`config.mk`:
```
export PLATFORM = sky130hd
export DESIGN_NAME = sprite_upload_ctrl
export DESIGN_NICKNAME = d
export VERILOG_FILES = /design/src/rtl/sprite_upload_ctrl.sv
export SDC_FILE = /design/constraint.sdc
export NUM_CORES = 1
export LEC_CHECK = 0
export ABC_AREA = 1
export CORE_MARGIN = 4
export CORE_UTILIZATION = 25
export DETAILED_ROUTE_END_ITERATION = 12
export SLEW_MARGIN = 20
export SYNTH_ARGS = -nofsm -noshare
export SYNTH_HDL_FRONTEND = slang
export SYNTH_SLANG_ARGS = --single-unit
```
`constraint.sdc`:
```
create_clock -name clk -period 1.2 [get_ports clk]
set_input_delay 0.18 -clock clk [delete_from_list [all_inputs] [get_ports clk]]
set_output_delay 0.18 -clock clk [all_outputs]
set_load 0.02 [all_outputs]
```
`src/rtl/sprite_upload_ctrl.sv`:
```
// Sprite-upload packet loader: header + 2^SPRITE_ADDR_SIZE data bytes -> sprite_storage writes.
// Define SPRITE_UPLOAD_CHECKSUM_EN to require a trailing XOR checksum byte per packet.
module sprite_upload_ctrl #(
  parameter int SPRITE_NUM       = 8,
  parameter int SPRITE_ADDR_SIZE = 7,
  localparam int IDX_W           = (SPRITE_NUM > 1) ? $clog2(SPRITE_NUM) : 1
) (
  input  logic                      clk,
  input  logic                      rst_n,
  input  logic                      frame_active,
  input  logic                      rx_valid,
  input  logic [7:0]                rx_data,
  output logic [IDX_W-1:0]          sprite_select,
  output logic                      w_en,
  output logic [SPRITE_ADDR_SIZE:0] w_addr,
  output logic [7:0]                w_data,
  output logic                      busy,
  output logic                      done,
  output logic                      err
);

  typedef enum logic [1:0] {
    ST_IDLE  = 2'd0,
    ST_LOAD  = 2'd1,
`ifdef SPRITE_UPLOAD_CHECKSUM_EN
    ST_CHECK = 2'd2,
`endif
    ST_DRAIN = 2'd3
  } state_t;

  state_t                      state_reg;
  logic [SPRITE_ADDR_SIZE-1:0] cnt_reg;
`ifdef SPRITE_UPLOAD_CHECKSUM_EN
  logic [7:0]                  xor_reg;
`endif

  logic [31:0] hdr_idx;
  logic        hdr_ok;
  logic        last_byte;

  assign hdr_idx   = {26'd0, rx_data[5:0]};
  assign hdr_ok    = (rx_data[7:6] == 2'b01) && (hdr_idx < 32'(SPRITE_NUM));
  assign last_byte = &cnt_reg;

  always_ff @(posedge clk) begin
    if (!rst_n) begin
      state_reg     <= ST_IDLE;
      cnt_reg       <= '0;
`ifdef SPRITE_UPLOAD_CHECKSUM_EN
      xor_reg       <= '0;
`endif
      sprite_select <= '0;
      w_en          <= 1'b0;
      w_addr        <= '0;
      w_data        <= '0;
      busy          <= 1'b0;
      done          <= 1'b0;
      err           <= 1'b0;
    end else begin
      w_en <= 1'b0;
      done <= 1'b0;
      case (state_reg)
        ST_IDLE: begin
          if (frame_active && rx_valid) begin
            if (hdr_ok) begin
              sprite_select <= rx_data[IDX_W-1:0];
              cnt_reg       <= '0;
`ifdef SPRITE_UPLOAD_CHECKSUM_EN
              xor_reg       <= '0;
`endif
              err           <= 1'b0;
              busy          <= 1'b1;
              state_reg     <= ST_LOAD;
            end else begin
              err       <= 1'b1;
              state_reg <= ST_DRAIN;
            end
          end
        end

        ST_LOAD: begin
          // Frame end wins over a byte strobed in the same cycle.
          if (!frame_active) begin
            err       <= 1'b1;
            busy      <= 1'b0;
            state_reg <= ST_IDLE;
          end else if (rx_valid) begin
            w_en    <= 1'b1;
            w_data  <= rx_data;
            w_addr  <= {cnt_reg, 1'b0};
            cnt_reg <= cnt_reg + 1'b1;
`ifdef SPRITE_UPLOAD_CHECKSUM_EN
            xor_reg <= xor_reg ^ rx_data;
            if (last_byte) begin
              state_reg <= ST_CHECK;
            end
`else
            if (last_byte) begin
              done      <= 1'b1;
              busy      <= 1'b0;
              state_reg <= ST_DRAIN;
            end
`endif
          end
        end

`ifdef SPRITE_UPLOAD_CHECKSUM_EN
        ST_CHECK: begin
          if (!frame_active) begin
            err       <= 1'b1;
            busy      <= 1'b0;
            state_reg <= ST_IDLE;
          end else if (rx_valid) begin
            if (rx_data == xor_reg) begin
              done <= 1'b1;
            end else begin
              err <= 1'b1;
            end
            busy      <= 1'b0;
            state_reg <= ST_DRAIN;
          end
        end
`endif

        ST_DRAIN: begin
          if (!frame_active) begin
            state_reg <= ST_IDLE;
          end
        end

        default: state_reg <= ST_IDLE;
      endcase
    end
  end

endmodule

```
# Word level (Yosys, flattened, before mapping)
# Cells that the tools add are included.
# totals
regBits,31
input_bits,12
out_inout_bits,23
word_cells,59
# classes
add_sub_neg,1
n_lt_le_gt_ge,1
n_eq_ne,11
mux,24
reduce_logical,13
# op_table
cell,n
$mux W7,4
$pmux W7 S2,1
$mux W2,6
$ne A2 B2 Y1 const B,6
$reduce_and A3 Y1,4
$mux W1,10
$reduce_and A5 Y1,2
$reduce_and A4 Y1,2
$add A7 B1 Y7 const B,1
$reduce_and A7 Y1,1
$lt A6 B4 Y1 const B,1
$ne A3 B3 Y1 const B,2
$pmux W2 S3,1
$eq A2 B1 Y1 const B,2
$pmux W1 S2,2
$eq A2 B2 Y1 const B,1
$logic_and A1 B1 Y1,2
$logic_not A2 Y1,1
$reduce_bool A2 Y1,1

# Depth between registers and ports, before layout
# logic_depth
ltp_word,5
ltp_mapped,8
ltp_nobuf,8

# Least setup slack after synthesis
# No wires, ideal clock.
# synth_timing
kind,reg-to-reg
startpoint,register cnt_reg[0]
endpoint,register busy
arrival_time_ns,1.098
required_ns,1.130
slack_ns,0.033
path_stages_with_launch,9
n_path_buf,0
cell_sequence,dfxtp_1 -> ha_1 -> nand3_1 -> clkinv_1 -> nand2_1 -> nand2_1 -> nand3_1 -> nand2_1 -> a21oi_1
# synth_via
elab_chain_len,3
# synth_rtl
item,line,source
"start, declared",32,logic [SPRITE_ADDR_SIZE-1:0] cnt_reg;
"start signal, assigned",91,cnt_reg <= cnt_reg + 1'b1;
$reduce_and A7 Y1,43,assign last_byte = &cnt_reg;
$ne A3 B3 Y1 (no line),--,
$reduce_and A5 Y1 (no line),--,
"end signal, assigned",56,busy <= 1'b0;
"end signal, assigned",72,busy <= 1'b1;
"end signal, assigned",85,busy <= 1'b0;
"end, declared",17,"output logic busy,"
# Every way passes these cells.
# A chain may end at the register's enable or synchronous reset.

# Final worst setup path
# layout_timing
startpoint,register state_reg[1]
endpoint,register cnt_reg[1]
# layout_via
elab_chain_len,3
# layout_rtl
item,line,source
"start, declared",31,state_t state_reg;
"start signal, assigned",47,state_reg <= ST_IDLE;
"start signal, assigned",73,state_reg <= ST_LOAD;
"start signal, assigned",76,state_reg <= ST_DRAIN;
$eq A2 B1 Y1 or $logic_not A2 Y1 (tied branches),62,case (state_reg)
$ne A2 B2 Y1 (no line) or $reduce_bool A2 Y1 (tied branches),--,
$reduce_and A5 Y1 (no line),--,
# Several ways; a longest one is shown, not always the timed one.

==> summary.txt <==
Status -> finished, violations left
Violated checks -> setup timing
Placed inst area -> 1860 um^2
Fin cells -> 312
Endpoint arrival time on the critical path -> 1.39 ns
Worst reg2reg endpoint -> cnt_reg[1]
Total length of routed wires -> 3290 um
Initial core utilization -> 26.1%
Cell area after layout -> 2110 um^2
Worst Clk Skew -> 0.00408 ns
Library cell with the largest summed area after synthesis -> sky130_fd_sc_hd__dfxtp_1
Top cell type's share of synthesized area -> 46.1%
Top achievable clock speed -> 826 MHz
Syn avg cell area -> 7.49 um^2
Gpl congestion -> 0.825
First-pass DRT Iterations -> 4
I/O Buffers -> 33
CP Capture Type -> flip-flop
Clock sink count -> 31
Final worst-path cycle share -> 101%
Fraction of layout instances using a drive strength above 1 -> 28.9%
Global route total overflow -> 0
Number of nets in the synthesized netlist -> 193
Met2 usage -> 15.6%
Static Leakage -> 1.02 nW
Slew Viols, Final -> 0
Final Net Count -> 254
Global routing met1 resource utilization -> 13.2%
Detailed Route Iter0 Violations -> 30
Residual DRC count -> 0
Number of standard-cell rows in the floorplan -> 26
Number of placed cells counting well taps -> 296
Setup Slack @ Placement -> -0.380 ns
Vias/cell -> 4.21
Critical setup path kind -> reg -> reg
Maximum Capacitance Violations -> 0
Vert. Die Dim -> 81.4 um
ANT cells -> 0
DP HPWL -> 2310 um
Area delta synth->final -> 56.8%
Number of storage elements in the synthesis netlist -> 31
Worst Hold Slack -> 0.219 ns
Clock Latency Late Sink -> 0.28 ns
Synthesis warning total -> 0
Critical path launch point type -> flip-flop
Netlist area before placement -> 1350 um^2
Leading post-synthesis cells by cell area -> sky130_fd_sc_hd__dfxtp_1, sky130_fd_sc_hd__nor2_1, sky130_fd_sc_hd__nand2_1
Total number of H-tree levels -> 2
Area of the placeable core -> 5170 um^2
Worst Path Max Fanout -> 6
Depth of the worst hold-timing path -> 3
Die ar. -> 6630 um^2
Met3 capacity usage during global routing -> 3.07%
Final WS setup -> -0.0104 ns
Worst-path clk slew -> 0.06 ns
Worst-case vdd ir drop -> 0.863 mV
Min-Delay Startpoint -> rx_data[5]
Count of nets left with antenna violations after detail routing -> 0
Setup repair after global routing missed its margin -> yes
Peak-usage layer in the global routing report -> met2
Worst-case clock buffer depth -> 2
Cell depth of the worst flop-to-flop path -> 7
Netlist cell types -> 26
Share of synthesized area occupied by flip-flops and latches -> 46.1%
Number of global-route vias before repair -> 1239
Pwr Density -> 1500 nW/um^2
Number of antenna violations at the first check in global routing -> 0
Register-to-register path setup slack -> -0.01 ns
Startpoint of the lowest-slack register-to-register path -> state_reg[1]
Share of the core filled with cells -> 40.9%
Final hold violation count -> 0
Max FFs per register -> 8
Post-layout minimum cycle time -> 1.21 ns
Largest net degree at the start of global routing -> 24
Filler cells -> 539
WP data required -> 1.38 ns
Total track usage -> 10.5%
DR vias -> 1312
Register area -> 627 um^2
Num ports -> 35
Width of the die -> 81.4 um
Endpoint of the worst hold-timing path -> w_data[5]
TritonCTS Buffers -> 5
TritonCTS clock tree -> yes
Number of instances in the synthesized netlist -> 180
Final setup violation count -> 1
Combined area of the multi-input logic cells -> 696 um^2
Worst hold path type -> in -> reg
Detail-routed net length per standard cell -> 10.5 um
Global-route wire length before repair -> 5350 um
Root buffer selected by CTS -> sky130_fd_sc_hd__clkbuf_8
routing by layer:
metal	share of wire [%]	routed length [um]
met3	4.0	131
met1	48	1590
met2	45	1480
met4	2.6	84
met5	0	0
cells in the mapped netlist:
| cell | n |
|---|---|
| sky130_fd_sc_hd__a21oi_1 | 19 |
| sky130_fd_sc_hd__xnor2_1 | 1 |
| sky130_fd_sc_hd__buf_6 | 2 |
| sky130_fd_sc_hd__o21ai_1 | 14 |
| sky130_fd_sc_hd__inv_2 | 3 |
| sky130_fd_sc_hd__nand3_1 | 8 |
| sky130_fd_sc_hd__inv_4 | 1 |
| sky130_fd_sc_hd__nor2_4 | 3 |
| sky130_fd_sc_hd__nor3_2 | 1 |
| sky130_fd_sc_hd__nor3_1 | 2 |
| sky130_fd_sc_hd__nor2_2 | 1 |
| sky130_fd_sc_hd__nand2_2 | 2 |
| sky130_fd_sc_hd__buf_4 | 1 |
| sky130_fd_sc_hd__dfxtp_1 | 31 |
| sky130_fd_sc_hd__a21oi_2 | 2 |
| sky130_fd_sc_hd__o21ai_0 | 6 |
| sky130_fd_sc_hd__clkbuf_1 | 2 |
| sky130_fd_sc_hd__clkinv_1 | 1 |
| sky130_fd_sc_hd__conb_1 | 1 |
| sky130_fd_sc_hd__ha_1 | 1 |
| sky130_fd_sc_hd__nor2_1 | 28 |
| sky130_fd_sc_hd__xor2_1 | 1 |
| sky130_fd_sc_hd__nand2_1 | 27 |
| sky130_fd_sc_hd__inv_1 | 18 |
| sky130_fd_sc_hd__nand2_4 | 2 |
| sky130_fd_sc_hd__nand4_1 | 2 |
metrics by stage:
stage / power (W) / TNS, ns
after detailed placement: 0.00228 / -9.51
after CTS: 0.00302 / -0.0331
after global routing: 0.00337 / -0.363
final: 0.00318 / -0.0104
after global placement: 0.00227 / -9.20
after floorplan: 0.00187 / 0
what timing repair did:
action | CTS | global route
pin swaps | 2 | 13
buffers inserted | 2 | 6
endpoints found under the setup margin | 48 | 25
hold endpoints to repair | 0 | 0
gates resized for setup | 30 | 34
hold buffers | 0 | 0
cloned | 0 | 0
final cells by class:
type                    count  area share (%)
inverters                  23            4.38
flip-flops and latches     31            29.7
clock buffers               7            3.61
clock inverters             1           0.237
well taps                  70            4.14
multi-input cells         121            32.9
repair buffers             59            25.0
power by group:
part	internal (W)	switching [W]	total, W
Combinational	0.000515	0.000633	0.00115
Sequential	0.00116	0.0000921	0.00125
Clock	0.000406	0.000369	0.000775
critical path, cell delays in order (launching register included):
cell and delay (ns):
sky130_fd_sc_hd__dfxtp_4 0.37, sky130_fd_sc_hd__buf_4 0.15, sky130_fd_sc_hd__nor2_4 0.16, sky130_fd_sc_hd__inv_2 0.06, sky130_fd_sc_hd__a21oi_4 0.16, sky130_fd_sc_hd__nand2_1 0.07, sky130_fd_sc_hd__o21ai_1 0.08, sky130_fd_sc_hd__nor2_1 0.05
cell usage in the layout (no fill, tap or decap), types with 4 or more instances in the layout:
cell type                         synthesis  routed
sky130_fd_sc_hd__a21oi_1                 19      14
sky130_fd_sc_hd__a21oi_2                  2       6
sky130_fd_sc_hd__buf_4                    1      22
sky130_fd_sc_hd__buf_6                    2       4
sky130_fd_sc_hd__clkbuf_8                 0       5
sky130_fd_sc_hd__clkdlybuf4s50_1          0       5
sky130_fd_sc_hd__dfxtp_1                 31      28
sky130_fd_sc_hd__dlygate4sd2_1            0      21
sky130_fd_sc_hd__dlymetal6s2s_1           0       6
sky130_fd_sc_hd__inv_1                   18      17
sky130_fd_sc_hd__inv_2                    3       4
sky130_fd_sc_hd__nand2_1                 27      24
sky130_fd_sc_hd__nand2_4                  2       4
sky130_fd_sc_hd__nand3_1                  8       6
sky130_fd_sc_hd__nor2_1                  28      24
sky130_fd_sc_hd__nor2_4                   3       5
sky130_fd_sc_hd__o21ai_0                  6       6
sky130_fd_sc_hd__o21ai_1                 14      11
worst max path at each step:
| stage | slack, ns | to | from |
|---|---|---|---|
| after global routing | -0.08 | cnt_reg[1] | state_reg[1] |
| after detailed placement | -0.38 | cnt_reg[1] | rx_data[6] |
| after floorplan | 0.03 | busy | cnt_reg[0] |
| final | -0.01 | cnt_reg[1] | state_reg[1] |
| after CTS | -0.02 | cnt_reg[3] | rx_data[6] |
| after global placement | -0.37 | cnt_reg[3] | rx_valid |
logic make-up (layout without fill, tap and decap cells):
| group | Yosys count | after routing | share of synthesized area [%] |
|---|---|---|---|
| DFF | 31 | 31 | 46.1 |
| other | 1 | 1 | 0.278 |
| and+or+nand+nor | 76 | 76 | 26.3 |
| buffers and inverters | 28 | 90 | 9.38 |
| xor gates and xnor gates | 2 | 2 | 1.30 |
| AOI/OAI and AO/OA | 41 | 41 | 15.8 |
| adders and majority gates | 1 | 1 | 0.928 |
Note: power is estimated with default switching activity, not from simulation.
